$ cat config.mk
export PLATFORM = sky130hd
export DESIGN_NAME = ret_stack
export DESIGN_NICKNAME = d
export VERILOG_FILES = /design/src/rtl/ret_stack.sv
export SDC_FILE = /design/constraint.sdc
export NUM_CORES = 1
export LEC_CHECK = 0
export ABC_AREA = 1
export CORE_AREA = 8 8 154 156
export CTS_BUF_LIST = sky130_fd_sc_hd__clkbuf_2
export CTS_CLUSTER_DIAMETER = 100
export DETAILED_ROUTE_END_ITERATION = 16
export DIE_AREA = 0 0 162 164
export SETUP_SLACK_MARGIN = 0.4
export SLEW_MARGIN = 20
export SYNTH_ARGS = -nofsm -noshare
export SYNTH_HDL_FRONTEND = slang
export SYNTH_SLANG_ARGS = --single-unit
$ cat constraint.sdc
create_clock -name clk -period 6.8 [get_ports clk]
set_clock_uncertainty 0.1 [all_clocks]
set_input_delay 1.02 -clock clk [delete_from_list [all_inputs] [get_ports clk]]
set_output_delay 1.02 -clock clk [all_outputs]
set_load 0.02 [all_outputs]
$ cat src/rtl/ret_stack.sv
`default_nettype none
// ============================================================================
// Module   : ret_stack
// Purpose  : Hardware return-address stack. Captures the PC on CALL and
//            hands it back as a one-cycle PC load on RET. Also offers
//            byte-serial read (rd) and write (wr) of the top entry over the
//            8-bit databus, high byte first.
// Revision : 1.0 - initial release
// ============================================================================
module ret_stack #(
    parameter int DEPTH = 8,
    parameter int CW    = $clog2(DEPTH + 1)
) (
    input  logic          clk,
    input  logic          reset,
    input  logic          call,
    input  logic          ret,
    input  logic          rd,
    input  logic          wr,
    input  logic [15:0]   pcin,
    input  logic [7:0]    databus,
    output logic [15:0]   pcout,
    output logic          pcoe,
    output logic [7:0]    dataout,
    output logic          dataoe,
    output logic          busy,
    output logic          empty,
    output logic          full,
    output logic [CW-1:0] count,
    output logic          ovf,
    output logic          unf
);

    localparam int AW = $clog2(DEPTH);

    localparam logic [1:0] S_IDLE = 2'd0;
    localparam logic [1:0] S_RHI  = 2'd1;
    localparam logic [1:0] S_RLO  = 2'd2;
    localparam logic [1:0] S_WLO  = 2'd3;

    logic [1:0]    state_q,   state_d;
    logic [CW-1:0] count_q,   count_d;
    logic [15:0]   pcout_q,   pcout_d;
    logic          pcoe_q,    pcoe_d;
    logic [7:0]    dataout_q, dataout_d;
    logic          dataoe_q,  dataoe_d;
    logic          ovf_q,     ovf_d;
    logic          unf_q,     unf_d;
    logic [7:0]    whi_q,     whi_d;     // high byte collected by wr
    logic [7:0]    rdlo_q,    rdlo_d;    // low byte held for the second rd beat

    logic [15:0]   mem_q [DEPTH];

    logic          full_w;
    logic          empty_w;
    logic [AW-1:0] wr_idx;
    logic [AW-1:0] tos_idx;
    logic [15:0]   tos_w;
    logic          push_req;
    logic          push_en;
    logic [15:0]   push_data;

    assign full_w  = (count_q == CW'(DEPTH));
    assign empty_w = (count_q == '0);
    // Only used when not full, so count fits in the index width.
    assign wr_idx  = count_q[AW-1:0];
    // Wraps to the last slot when empty; the value is never used then.
    assign tos_idx = AW'(count_q - CW'(1));
    assign tos_w   = mem_q[tos_idx];

    // State register plus all registered outputs and holding bytes.
    always_ff @(posedge clk) begin
        if (!reset) begin
            state_q   <= S_IDLE;
            count_q   <= '0;
            pcout_q   <= '0;
            pcoe_q    <= 1'b0;
            dataout_q <= '0;
            dataoe_q  <= 1'b0;
            ovf_q     <= 1'b0;
            unf_q     <= 1'b0;
            whi_q     <= '0;
            rdlo_q    <= '0;
        end else begin
            state_q   <= state_d;
            count_q   <= count_d;
            pcout_q   <= pcout_d;
            pcoe_q    <= pcoe_d;
            dataout_q <= dataout_d;
            dataoe_q  <= dataoe_d;
            ovf_q     <= ovf_d;
            unf_q     <= unf_d;
            whi_q     <= whi_d;
            rdlo_q    <= rdlo_d;
        end
    end

    // Entry storage; contents are not cleared by reset.
    always_ff @(posedge clk) begin
        if (reset && push_en) begin
            mem_q[wr_idx] <= push_data;
        end
    end

    // Next-state: commands only in IDLE, priority call > ret > rd > wr.
    always_comb begin
        state_d = state_q;
        case (state_q)
            S_IDLE: begin
                if (call || ret) begin
                    state_d = S_IDLE;
                end else if (rd) begin
                    state_d = empty_w ? S_IDLE : S_RHI;
                end else if (wr) begin
                    state_d = S_WLO;
                end
            end
            S_RHI:   state_d = S_RLO;
            S_RLO:   state_d = S_IDLE;
            S_WLO:   state_d = S_IDLE;
            default: state_d = S_IDLE;
        endcase
    end

    // Datapath and next values of the registered outputs.
    always_comb begin
        count_d   = count_q;
        pcout_d   = '0;
        pcoe_d    = 1'b0;
        dataout_d = '0;
        dataoe_d  = 1'b0;
        ovf_d     = ovf_q;
        unf_d     = unf_q;
        whi_d     = whi_q;
        rdlo_d    = rdlo_q;
        push_req  = 1'b0;
        push_en   = 1'b0;
        push_data = pcin;

        case (state_q)
            S_IDLE: begin
                if (call) begin
                    push_req = 1'b1;
                end else if (ret) begin
                    if (empty_w) begin
                        unf_d = 1'b1;
                    end else begin
                        count_d = count_q - CW'(1);
                        pcout_d = tos_w;
                        pcoe_d  = 1'b1;
                    end
                end else if (rd) begin
                    if (empty_w) begin
                        unf_d = 1'b1;
                    end else begin
                        dataout_d = tos_w[15:8];
                        dataoe_d  = 1'b1;
                        rdlo_d    = tos_w[7:0];
                    end
                end else if (wr) begin
                    whi_d = databus;
                end
            end
            S_RHI: begin
                dataout_d = rdlo_q;
                dataoe_d  = 1'b1;
            end
            S_WLO: begin
                push_req  = 1'b1;
                push_data = {whi_q, databus};
            end
            default: ;
        endcase

        // A push from either call or wr saturates at DEPTH.
        if (push_req) begin
            if (full_w) begin
                ovf_d = 1'b1;
            end else begin
                push_en = 1'b1;
                count_d = count_q + CW'(1);
            end
        end
    end

    // Output drive straight from registers.
    always_comb begin
        pcout   = pcout_q;
        pcoe    = pcoe_q;
        dataout = dataout_q;
        dataoe  = dataoe_q;
        busy    = (state_q != S_IDLE);
        empty   = empty_w;
        full    = full_w;
        count   = count_q;
        ovf     = ovf_q;
        unf     = unf_q;
    end

endmodule
`default_nettype wire

==> impl_metrics.py <==
metrics = {
    "clock_tree": {
        "numClockSinks": 178,
        "numCtsBuffers": 17,
        "cts_tree": "done",
        "cts-root-buf": "clkbuf_2",
        "clk_latency_ps": 770,
        "clk_pin_slew_ps": 250,
        "cts.path.max_buffers": 2,
        "ctsResizeCount": 0,
        "postCtsSetupRepairBufs": 0,
        "ctsHtreeMaxLevel": 4,
        "ctsHoldBuffers": 0,
    },
    "final_layout": {
        "final_cells": 1075,
        "drive_above_1_share_pct": 8.56,
        "finalNetCount": 817,
        "post-route-util_pct": 39.9,
        "syn2layout_area_growth_pct": 16.9,
    },
    "routing": {
        "via_per_inst": 4.76,
        "drtIter0Drc": 523,
        "routedWlPerCell_um": 17.3,
        "dr.pass1.iters": 5,
        "vias": 5118,
        "totalWireLength_um": 18600,
        "antenna_left": 0,
        "drc": 0,
    },
    "timing": {
        "timing.fmax_mhz": 262,
        "finalHoldWorstSlack_ps": 354,
        "max_slew_margin_pct": 29.4,
        "hold_viol": 0,
        "worst_pin_slew_ps": 1050,
        "setup_viol": 0,
        "slew_viol_final": 0,
        "fin_setup_tns_ps": 0,
        "rsz0062_at_grt": "false",
        "fin_crit_sh_pct": 56.1,
        "fin_crit_ps": 3810,
    },
    "floorplan": {
        "placementRows": 54,
        "fp.dieArea_mm2": 0.0266,
        "fp.dieW_um": 162,
        "die_h_um": 164,
        "core_mm2": 0.0214,
        "num_io_pins": 65,
        "start_util_pct": 34.2,
    },
    "worst_setup_path": {
        "cpMostUsedCell": "inv_1",
        "worstReg2RegStart": "state_q[0]",
        "crit_buf_inv": 4,
        "cp-start-kind": "register",
        "crit_arrival_ps": 2690,
        "crit_slowest_cell": "dfxtp_1",
        "r2r_slack_ps": 3870,
        "crit_family": "buffers and inverters",
        "crit_fanout": 7,
        "cp-end-kind": "output port",
        "path_cells": "inv_1 > ha_1 > inv_1 > nor2_1 > nand2_1 > inv_1 > clkdlybuf4s50_1",
        "rr_endpoint": "mem_q[6][14]",
        "cp_slowest_stage_delay_ps": 610,
        "path_class": "reg -> out",
        "worstPathRequired_ps": 5680,
        "reg2reg_depth": 8,
    },
    "power": {
        "p_switching_uw": 764,
        "power.share.clock_pct": 28.0,
        "sw_frac_of_total_pct": 31.7,
        "power_frac_comb_pct": 21.6,
        "cellLeakagePower_uw": 0.00329,
        "power_density_mw_per_mm2": 282,
        "p_total_uw": 2410,
        "ir_worst_vdd_uv": 145,
        "power.internal_uw": 1640,
        "seqPwrFrac_pct": 50.5,
    },
    "global_route": {
        "grt.overflow.total": 0,
        "grt_usage_pct": 14.4,
        "grt_pass1_wl_um": 28700,
        "grt_pass1_vias": 5096,
        "antenna_found_initial": 1,
        "grt_max_degree": 77,
    },
    "synth": {
        "ys_ff_latch": 178,
        "syn-instance-count": 720,
        "syn_area_mm2": 0.00730,
        "syn_area_per_cell_um2": 10.1,
        "synthesis.nets": 756,
        "seq_area_frac_synth_pct": 66.4,
        "synth_cell_type_count": 27,
        "yosys_warnings": 0,
    },
    "placement": {
        "globalplace.congestion": 0.826,
        "port_buffers": 64,
        "dp_hpwl_um": 12500,
        "dp.cells": 1042,
    },
    "hold_path": {
        "whs_path_depth": 2,
        "worstHoldStart": "rdlo_q[5]",
        "hp-class": "reg -> reg",
        "whs_endpoint": "dataout[5]",
    },
    "run": {
        "cap_viol_max_count": 0,
    },
    "outcome": {
        "status": "completed",
    },
}
[worst min-delay path: stages (launching register included)]
cell and delay (ps):
dfxtp_1 370, nand2_1 50, a21oi_1 50
[metal layers]
layer / global-route usage [%] / wire length [µm] / share of wire [%]
met4: 4.76 / 330 / 1.8
met2: 23.1 / 8650 / 47
met5: 0 / 0 / 0
met1: 19.2 / 8370 / 45
met3: 3.11 / 1230 / 6.6
[worst max-delay path by stage]
stage | from | endpoint | slack [ps] | cells after the start
floorplan | count[0] | mem_q[6][0] | 3590 | 10
global placement | reset | mem_q[6][10] | 3090 | 6
detailed placement | reset | mem_q[6][10] | 3040 | 6
CTS | count[1] | full | 2970 | 7
global route | count[1] | full | 2850 | 7
finish | count[1] | full | 2990 | 7
[sequential cells by signal, indices dropped and copies added (netlist names)]
| signal | count |
|---|---|
| mem_q | 128 |
| pcout | 16 |
| dataout | 8 |
| rdlo_q | 8 |
| whi_q | 8 |
| count | 4 |
| state_q | 2 |
| dataoe | 1 |
| ovf | 1 |
| pcoe | 1 |
| unf | 1 |
[power by group through the flow]
stage	combinational (µW)	clock, µW	sequential [µW]
floorplan	324	0	1250
global placement	516	0	1240
detailed placement	517	0	1240
CTS	519	686	1210
global route	575	726	1220
finish	520	673	1210
[Yosys cell counts]
| cell type | n | area share [%] |
|---|---|---|
| or2_1 | 1 | 0.086 |
| a31oi_1 | 1 | 0.086 |
| a21oi_1 | 29 | 2.0 |
| nand3_2 | 1 | 0.14 |
| nand2_2 | 2 | 0.17 |
| buf_6 | 3 | 0.46 |
| edfxtp_1 | 128 | 53 |
| clkbuf_1 | 15 | 0.77 |
| inv_1 | 73 | 3.8 |
| xor2_2 | 1 | 0.22 |
| xor2_1 | 2 | 0.24 |
| dfxtp_1 | 50 | 14 |
| inv_2 | 9 | 0.46 |
| xnor2_2 | 1 | 0.22 |
| nor3_1 | 3 | 0.21 |
| nand3_1 | 69 | 4.7 |
| nor2_4 | 3 | 0.46 |
| a21oi_2 | 1 | 0.12 |
| nor2_1 | 79 | 4.1 |
| o21ai_1 | 20 | 1.4 |
| buf_2 | 12 | 0.82 |
| ha_1 | 6 | 1.0 |
| nand2_1 | 161 | 8.3 |
| buf_4 | 5 | 0.51 |
| nor2_2 | 1 | 0.086 |
| o211ai_1 | 8 | 0.82 |
| o21ai_0 | 36 | 2.5 |
[layout by cell type (no fill, tap or decap), types with 2 or more instances in the layout]
cell type,instances
nand2_1,161
edfxtp_1,128
nor2_1,79
inv_1,73
nand3_1,69
clkdlybuf4s50_1,64
dfxtp_1,49
o21ai_0,32
a21oi_1,29
o21ai_1,24
clkbuf_2,18
buf_4,13
inv_2,9
o211ai_1,8
ha_1,6
bufinv_16,5
nor2_4,3
nor3_2,3
inv_4,3
clkinv_4,3
nand2_2,2
xor2_1,2
inv_6,2
[final cells by class]
cell class	count	area, µm²
Antenna cell	1	2.50
Clock buffer	18	90.1
Clock inverter	14	224
Fill cell	2127	12800
Inverter	82	308
Multi-Input combinational cell	425	1970
Sequential cell	178	4850
Tap cell	280	350
Timing Repair Buffer	77	738
[cells by family (layout without fill, tap and decap cells)]
logic type      count (synthesis)  count (layout)  synth area share (%)
simple gates                  320             320                  18.2
fa+ha+maj                       6               6                  1.03
buf+inv                       117             191                  6.79
other cells                     0               1                     0
xor+xnor                        4               4                 0.686
compound gates                 95              95                  6.86
flops                         178             178                  66.4
[stage by stage]
| stage | setup slack, ps | area [µm²] |
|---|---|---|
| 2_1_floorplan | 3590 | 7300 |
| 3_3_place_gp | 3090 | 8210 |
| 3_5_place_dp | 3040 | 8210 |
| 4_1_cts | 2970 | 8530 |
| 5_1_grt | 2850 | 8530 |
| 6_report | 2990 | 8530 |
No activity file was read; power rests on OpenSTA's default activity.
